$ cat src/rtl/tap_stream_reader.sv
// Read-side walker for the circular sample buffer: on each committed sample it
// streams DEPTH taps, newest first, over a valid/ready handshake and accumulates
// the burst's sum of squares for use as an NLMS normalisation energy.
module tap_stream_reader #(
  parameter int unsigned DEPTH = 64,
  parameter int unsigned AW    = 6,
  parameter int unsigned DW    = 16,
  parameter int unsigned EW    = 38
) (
  input  logic                  clk_in,
  input  logic                  rst_in,
  input  logic                  ready_in,
  input  logic [AW-1:0]         offset_in,
  input  logic [DEPTH*DW-1:0]   sample_in,
  input  logic                  tap_ready_in,
  output logic                  tap_valid_out,
  output logic                  tap_last_out,
  output logic [AW-1:0]         tap_idx_out,
  output logic [DW-1:0]         tap_sample_out,
  output logic                  busy_out,
  output logic                  done_out,
  output logic [EW-1:0]         energy_out,
  output logic                  overrun_out
);

  localparam logic [1:0] StIdle   = 2'd0;
  localparam logic [1:0] StStream = 2'd1;
  localparam logic [1:0] StDone   = 2'd2;

  localparam logic [AW-1:0] LastIdx = AW'(DEPTH - 1);
  localparam logic [AW-1:0] OneIdx  = AW'(1);

  logic [1:0]      state_q;
  logic [AW-1:0]   off_q;
  logic [AW-1:0]   tap_idx_q;
  logic [DW-1:0]   tap_sample_q;
  logic            tap_valid_q;
  logic [EW-1:0]   acc_q;
  logic [EW-1:0]   energy_q;
  logic            overrun_q;

  logic                   xfer;
  logic                   is_last;
  logic [AW-1:0]          rd_idx;
  logic [DW-1:0]          rd_sample;
  logic signed [2*DW-1:0] samp_ext;
  logic [2*DW-1:0]        sq;
  logic [EW-1:0]          acc_sum;

  // Handshake decode, buffer read mux and square-accumulate datapath.
  always_comb begin
    xfer     = tap_valid_q & tap_ready_in;
    is_last  = (tap_idx_q == LastIdx);
    // A start reads the new newest entry; otherwise prefetch tap k+1 (mod DEPTH).
    rd_idx    = ready_in ? offset_in : (off_q - tap_idx_q - OneIdx);
    rd_sample = sample_in[rd_idx * DW +: DW];
    samp_ext = {{DW{tap_sample_q[DW-1]}}, tap_sample_q};
    // Square of a signed value is non-negative and fits in 2*DW bits.
    sq       = samp_ext * samp_ext;
    acc_sum  = acc_q + EW'(sq);
  end

  // Burst FSM and tap/accumulator registers; a start (ready_in) always wins
  // over streaming and restarts from the new offset.
  always_ff @(posedge clk_in) begin
    if (!rst_in) begin
      state_q      <= StIdle;
      off_q        <= '0;
      tap_idx_q    <= '0;
      tap_sample_q <= '0;
      tap_valid_q  <= 1'b0;
      acc_q        <= '0;
      energy_q     <= '0;
      overrun_q    <= 1'b0;
    end else begin
      overrun_q <= 1'b0;
      if (ready_in) begin
        // Start while streaming aborts the burst, even on its final transfer.
        overrun_q    <= (state_q == StStream);
        state_q      <= StStream;
        off_q        <= offset_in;
        tap_idx_q    <= '0;
        tap_sample_q <= rd_sample;
        tap_valid_q  <= 1'b1;
        acc_q        <= '0;
      end else begin
        case (state_q)
          StStream: begin
            if (xfer) begin
              if (is_last) begin
                energy_q    <= acc_sum;
                acc_q       <= '0;
                tap_valid_q <= 1'b0;
                state_q     <= StDone;
              end else begin
                acc_q        <= acc_sum;
                tap_idx_q    <= tap_idx_q + OneIdx;
                tap_sample_q <= rd_sample;
              end
            end
          end
          StDone:  state_q <= StIdle;
          default: state_q <= StIdle;
        endcase
      end
    end
  end

  // Outputs are decoded straight from registered state.
  always_comb begin
    tap_valid_out  = tap_valid_q;
    tap_last_out   = tap_valid_q & is_last;
    tap_idx_out    = tap_idx_q;
    tap_sample_out = tap_sample_q;
    busy_out       = (state_q == StStream);
    done_out       = (state_q == StDone);
    energy_out     = energy_q;
    overrun_out    = overrun_q;
  end

endmodule
$ cat config.mk
export PLATFORM = sky130hd
export DESIGN_NAME = tap_stream_reader
export DESIGN_NICKNAME = d
export VERILOG_FILES = /design/src/rtl/tap_stream_reader.sv
export SDC_FILE = /design/constraint.sdc
export NUM_CORES = 1
export LEC_CHECK = 0
export CORE_AREA = 2 2 432 434
export CTS_CLUSTER_SIZE = 20
export DETAILED_ROUTE_END_ITERATION = 16
export DIE_AREA = 0 0 434 436
export PLACE_DENSITY_LB_ADDON = 0.08
export SLEW_MARGIN = 20
export SYNTH_ARGS = -nofsm -noshare
export SYNTH_HDL_FRONTEND = slang
export SYNTH_SLANG_ARGS = --single-unit
$ cat constraint.sdc
create_clock -name clk_in -period 8.7 [get_ports clk_in]
set_clock_uncertainty 0.05 [all_clocks]
set_input_delay 1.74 -clock clk_in [delete_from_list [all_inputs] [get_ports clk_in]]
set_output_delay 1.74 -clock clk_in [all_outputs]
set_load 0.05 [all_outputs]
# Word level (Yosys, flattened, before mapping)
# Index checks and enable logic that the tools add are counted.
# classes
n_addsub,4
mul,1
eq_ne,6
shift,1
mux,14
n_bitwise,6
reduce_logical,13
# op_table
op,count
$shiftx 1024x11->16,1
$mux 16,4
$add 38x32->38,1
$mux 38,1
$mul 16x16->32,1
$reduce_and 3->1,3
$mux 1,8
$reduce_and 2->1,4
$add 6x1->6 const B,1
$eq 6x6->1 const B,1
$mux 6,1
$ne 3x2->1 const B,2
$reduce_bool 2->1,3
$sub 6x1->6 const B,1
$sub 6x6->6,1
$not 1->1,4
$reduce_and 4->1,1
$reduce_or 3->1,1
$and 1x1->1,2
$eq 2x1->1 const B,1
$eq 2x2->1 const B,1
$ne 2x2->1 const B,1
$reduce_or 2->1,1
# totals
regBits,108
in_bits,1034
output_inout_bits,65
word_cells,54

# Longest topological paths before layout
# depth
word_depth,8
depth_mapped,35
ltp_nobuf,34

# Least setup slack after synthesis
# No wires, ideal clock.
# synth_timing
path_type,reg-to-reg
from,register tap_sample_q[14] (netlist: tap_sample_out[14])
to,register acc_q[36]
setup_time_ns,0.074
arrival_ns,8.231
required_ns,8.576
setup_slack_ns,0.345
stages_incl_launch_ff,32
path_buffers,3
synth_period_minus_slack_ns,8.355
path_cell_list,dfxtp_1 clkbuf_1 clkbuf_1 nand2_1 fa_1 fa_1 fa_1 inv_1 fa_1 fa_1 inv_1 fa_1 inv_1 ha_1 a211o_1 a31o_2 o22ai_1 nand3_1 a21o_1 a21oi_1 xnor2_1 ha_1 clkbuf_1 nand3_1 nor2_1 inv_1 a2111oi_0 o221ai_1 o21ai_1 nand3_1 or3_1 a31oi_1
# synth_between
elab_chain_len,3
# synth_rtl
element,line_no,rtl
"start, declared",36,logic [DW-1:0] tap_sample_q;
"start signal, assigned",83,tap_sample_q <= rd_sample;
"start signal, assigned",98,tap_sample_q <= rd_sample;
$mul 16x16->32,59,sq = samp_ext * samp_ext;
$add 38x32->38,60,acc_sum = acc_q + EW'(sq);
$mux 38,90,if (is_last) begin
"end signal, assigned",96,acc_q <= acc_sum;
"end, declared",38,logic [EW-1:0] acc_q;
# No other way between the ends.
# A chain may end at the register's enable or synchronous reset.

# Final worst setup path
# layout_timing
from,register tap_sample_q[1] (netlist: tap_sample_out[1])
to,register acc_q[37]
# The elaborated chain is that of the path after synthesis.

==> reports/qor.csv <==
stage,metric,value,unit
die,rows,158,
synth,synth_area_per_cell,10.1,sq um
routing,dr_total_vias,22700,
synth,synthDistinctLibCells,64,
global_routing,grt_max_degree,87,
setup_path,path_class,flip-flop to flip-flop,
global_routing,grt_pass1_vias,24700,
timing,rsz0062_at_grt,true,
power,p_leak,14.7,nW
die,die_w,434,um
routing,vias_per_cell,3.89,
clock_network,clk_pin_slew,0.10,ns
clock_network,clockBufferDepth,2,
placement,placed_cell_area,0.0375,sq mm
setup_path,arrival,8.59,ns
routing,drt-total-wl,183000,um
placement,post-place-ws,-0.0555,ns
die,io_pins,1099,
setup_path,crit-reg2reg-launch,tap_sample_out[1],
setup_path,cpMaxStageDelayCell,fa_1,
timing,fmax,0.120,GHz
routing,ant_nets,0,
synth,synth_fp_nets,3641,
setup_path,startpoint_type,flip-flop,
routing,routedWlPerCell,31.3,um
power,power,4.98,mW
timing,relSlewSlack,0.273,
placement,gp_congestion,0.861,
timing,tightest_slew,1.08,ns
timing,period_needed,8.30,ns
routing,dr.pass1.iters,5,
synth,synthCells,2245,
setup_path,crit_path_end_kind,flip-flop,
setup_path,critPathRequiredTime,8.99,ns
cells_and_area,layout_commonest_cell,clkdlybuf4s50_1,
synth,synth_area,0.0228,sq mm
synth,synth_flop_cell,dfxtp_1,
setup_path,cp-startpoint,tap_sample_out[1],
cells_and_area,final_cell_mix,"clkdlybuf4s50_1, inv_1, mux4_2, fa_1, nand2_1",
setup_path,crit_path_frequent_cell,fa_1,
setup_path,path_delay_family,adder cells,
synth,synthArstFlopShare,0,
timing,finalSetupViolations,0,
synth,synth_edf_count,0,
clock_network,numCtsBuffers,9,
timing,hold_viol,0,
setup_path,r2r_end,acc_q[37],
cells_and_area,num-nets-final,4734,
cells_and_area,fin_area,0.0379,sq mm
worst_hold_path,hold_start,acc_q[0],
placement,dpl.hpwl,165000,um
setup_path,regToRegSetupSlack,0.40,ns
routing,post-route-drc-count,0,
timing,finalCritPeriodShare,0.954,
worst_hold_path,hold_path.class,flip-flop to flip-flop,
cells_and_area,final-seq-area,0.00219,sq mm
cells_and_area,multiInputGateArea,0.0188,sq mm
cells_and_area,area_delta_synth_final,66.4,%
timing,final.setup.tns,0,ns
global_routing,grt_pass1_wl,238000,um
synth,yosysSeqAreaShare,0.0949,
die,core,0.185,sq mm
die,start_util,0.123,
setup_path,crit_fanout,21,
job,maxCapViolations,0,
clock_network,h-tree-depth,3,
setup_path,path_buf_inv,6,
synth,yosys_warnings,0,
power,powerDensity,131,mW/mm^2
global_routing,antenna_found_initial,96,
worst_hold_path,holdPathStages,2,
placement,port-buffer-count,1098,
worst_hold_path,hold_path_end,acc_q[0],
timing,holdWs,0.408,ns
setup_path,r2r_cells,29,
synth,yosys_register_bits,108,
run_status,status,completed,
clock_network,insertion_delay,0.42,ns
clock_network,cts_root_buffer,clkbuf_16,
die,dieArea,0.189,sq mm
timing,setup_ws,0.396,ns
die,fp.dieH,436,um
clock_network,cts_tree,built,
cells_and_area,fillCellCount,20500,
clock_network,numClockSinks,108,
routing,first_iter_violations,1041,
power,ir_drop,0.0979,mV
global_routing,grt_use_total,0.189,
setup_path,max_stage_delay,0.56,ns
global_routing,gr-total-overflow,0,
timing,slew_viol_final,0,
cells_and_area,drive_above_1_share,0.135,
cells in the mapped netlist (7+ instances only):
library cell | instances | area (sq um)
inv_1 | 342 | 1280
mux4_2 | 256 | 5770
fa_1 | 238 | 4760
nand2_1 | 147 | 552
ha_1 | 124 | 1550
a211oi_1 | 122 | 916
dfxtp_1 | 108 | 2160
a21oi_1 | 94 | 470
clkbuf_1 | 88 | 330
nor2_1 | 81 | 304
nor2b_1 | 75 | 469
mux2i_1 | 74 | 741
xnor2_1 | 57 | 499
and2_1 | 42 | 263
a22o_1 | 38 | 333
buf_2 | 36 | 180
o21ai_0 | 29 | 145
nand3_1 | 27 | 135
buf_1 | 23 | 86.3
o211ai_1 | 23 | 173
xor2_1 | 23 | 201
a21o_1 | 22 | 165
a22oi_1 | 22 | 165
o21bai_1 | 22 | 165
nand2b_1 | 18 | 113
o21a_1 | 12 | 90.1
nor3_1 | 10 | 50.1
a31oi_1 | 8 | 50.1
o21ai_1 | 8 | 40.0
and3_1 | 7 | 43.8
nand4_1 | 7 | 43.8
kinds of logic after synthesis:
group                      count (synthesis)  synth area share
xor gates and xnor gates                  80            0.0308
adders and majority gates                362             0.277
DFF                                      108            0.0949
buffers and inverters                    491            0.0831
and+or+nand+nor                          434            0.0931
AOI/OAI and AO/OA                        439             0.135
muxes                                    331             0.286
metal layers:
layer,GRT usage,routed length (um),vias to the layer above
li1,-,-,10300
met1,0.232,75500,11600
met2,0.359,98800,647
met3,0.0287,7030,137
met4,0.00902,1180,24
met5,0,156,-
worst min-delay path: stages (launching register included):
cell	delay, ns
dfxtp_1	0.31
nand2_1	0.05
a21oi_1	0.05
area by class of cell:
class / instances / share of cell area
antenna: 10 / 0.000660
inverter: 343 / 0.0340
clock inverter: 5 / 0.00178
multi-input combinational: 1646 / 0.497
sequential: 108 / 0.0577
tap: 2480 / 0.0819
timing repair buffer: 1230 / 0.320
clock buffer: 11 / 0.00614
flip-flops by register name, summed over array words and instances, names as in the netlist:
register,flops
state_q,2
overrun_out,1
off_q,6
acc_q,38
tap_valid_out,1
energy_out,38
tap_sample_out,16
tap_idx_out,6
metrics by stage:
step | util | instances
after floorplan | - | 2245
after global placement | 0.203 | 5804
after detailed placement | 0.203 | 5804
after CTS | 0.205 | 5820
after global routing | 0.205 | 5823
final | 0.205 | 5833
report_power, final:
part           internal, mW  switching [mW]  total, mW  leakage (nW)
Sequential            0.513          0.0401      0.554         0.880
Combinational          1.79            2.14       3.93          13.6
Clock                 0.231           0.266      0.497         0.147
worst max path at each step:
stage | to | slack, ns | cells past startpoint
final | acc_q[37] | 0.40 | 29
after global routing | acc_q[37] | -0.02 | 30
after CTS | acc_q[37] | 0.08 | 32
after detailed placement | acc_q[37] | -0.06 | 32
after global placement | acc_q[37] | -0.01 | 32
after floorplan | acc_q[36] | 0.34 | 31
what timing repair did:
item                       4_1_cts  5_1_grt
resized for setup                5       20
setup endpoints to repair        7       23
pin swaps                        0        3
hold buffers                     0        0
setup buffers                    0        3
(Power assumes the default switching activity.)
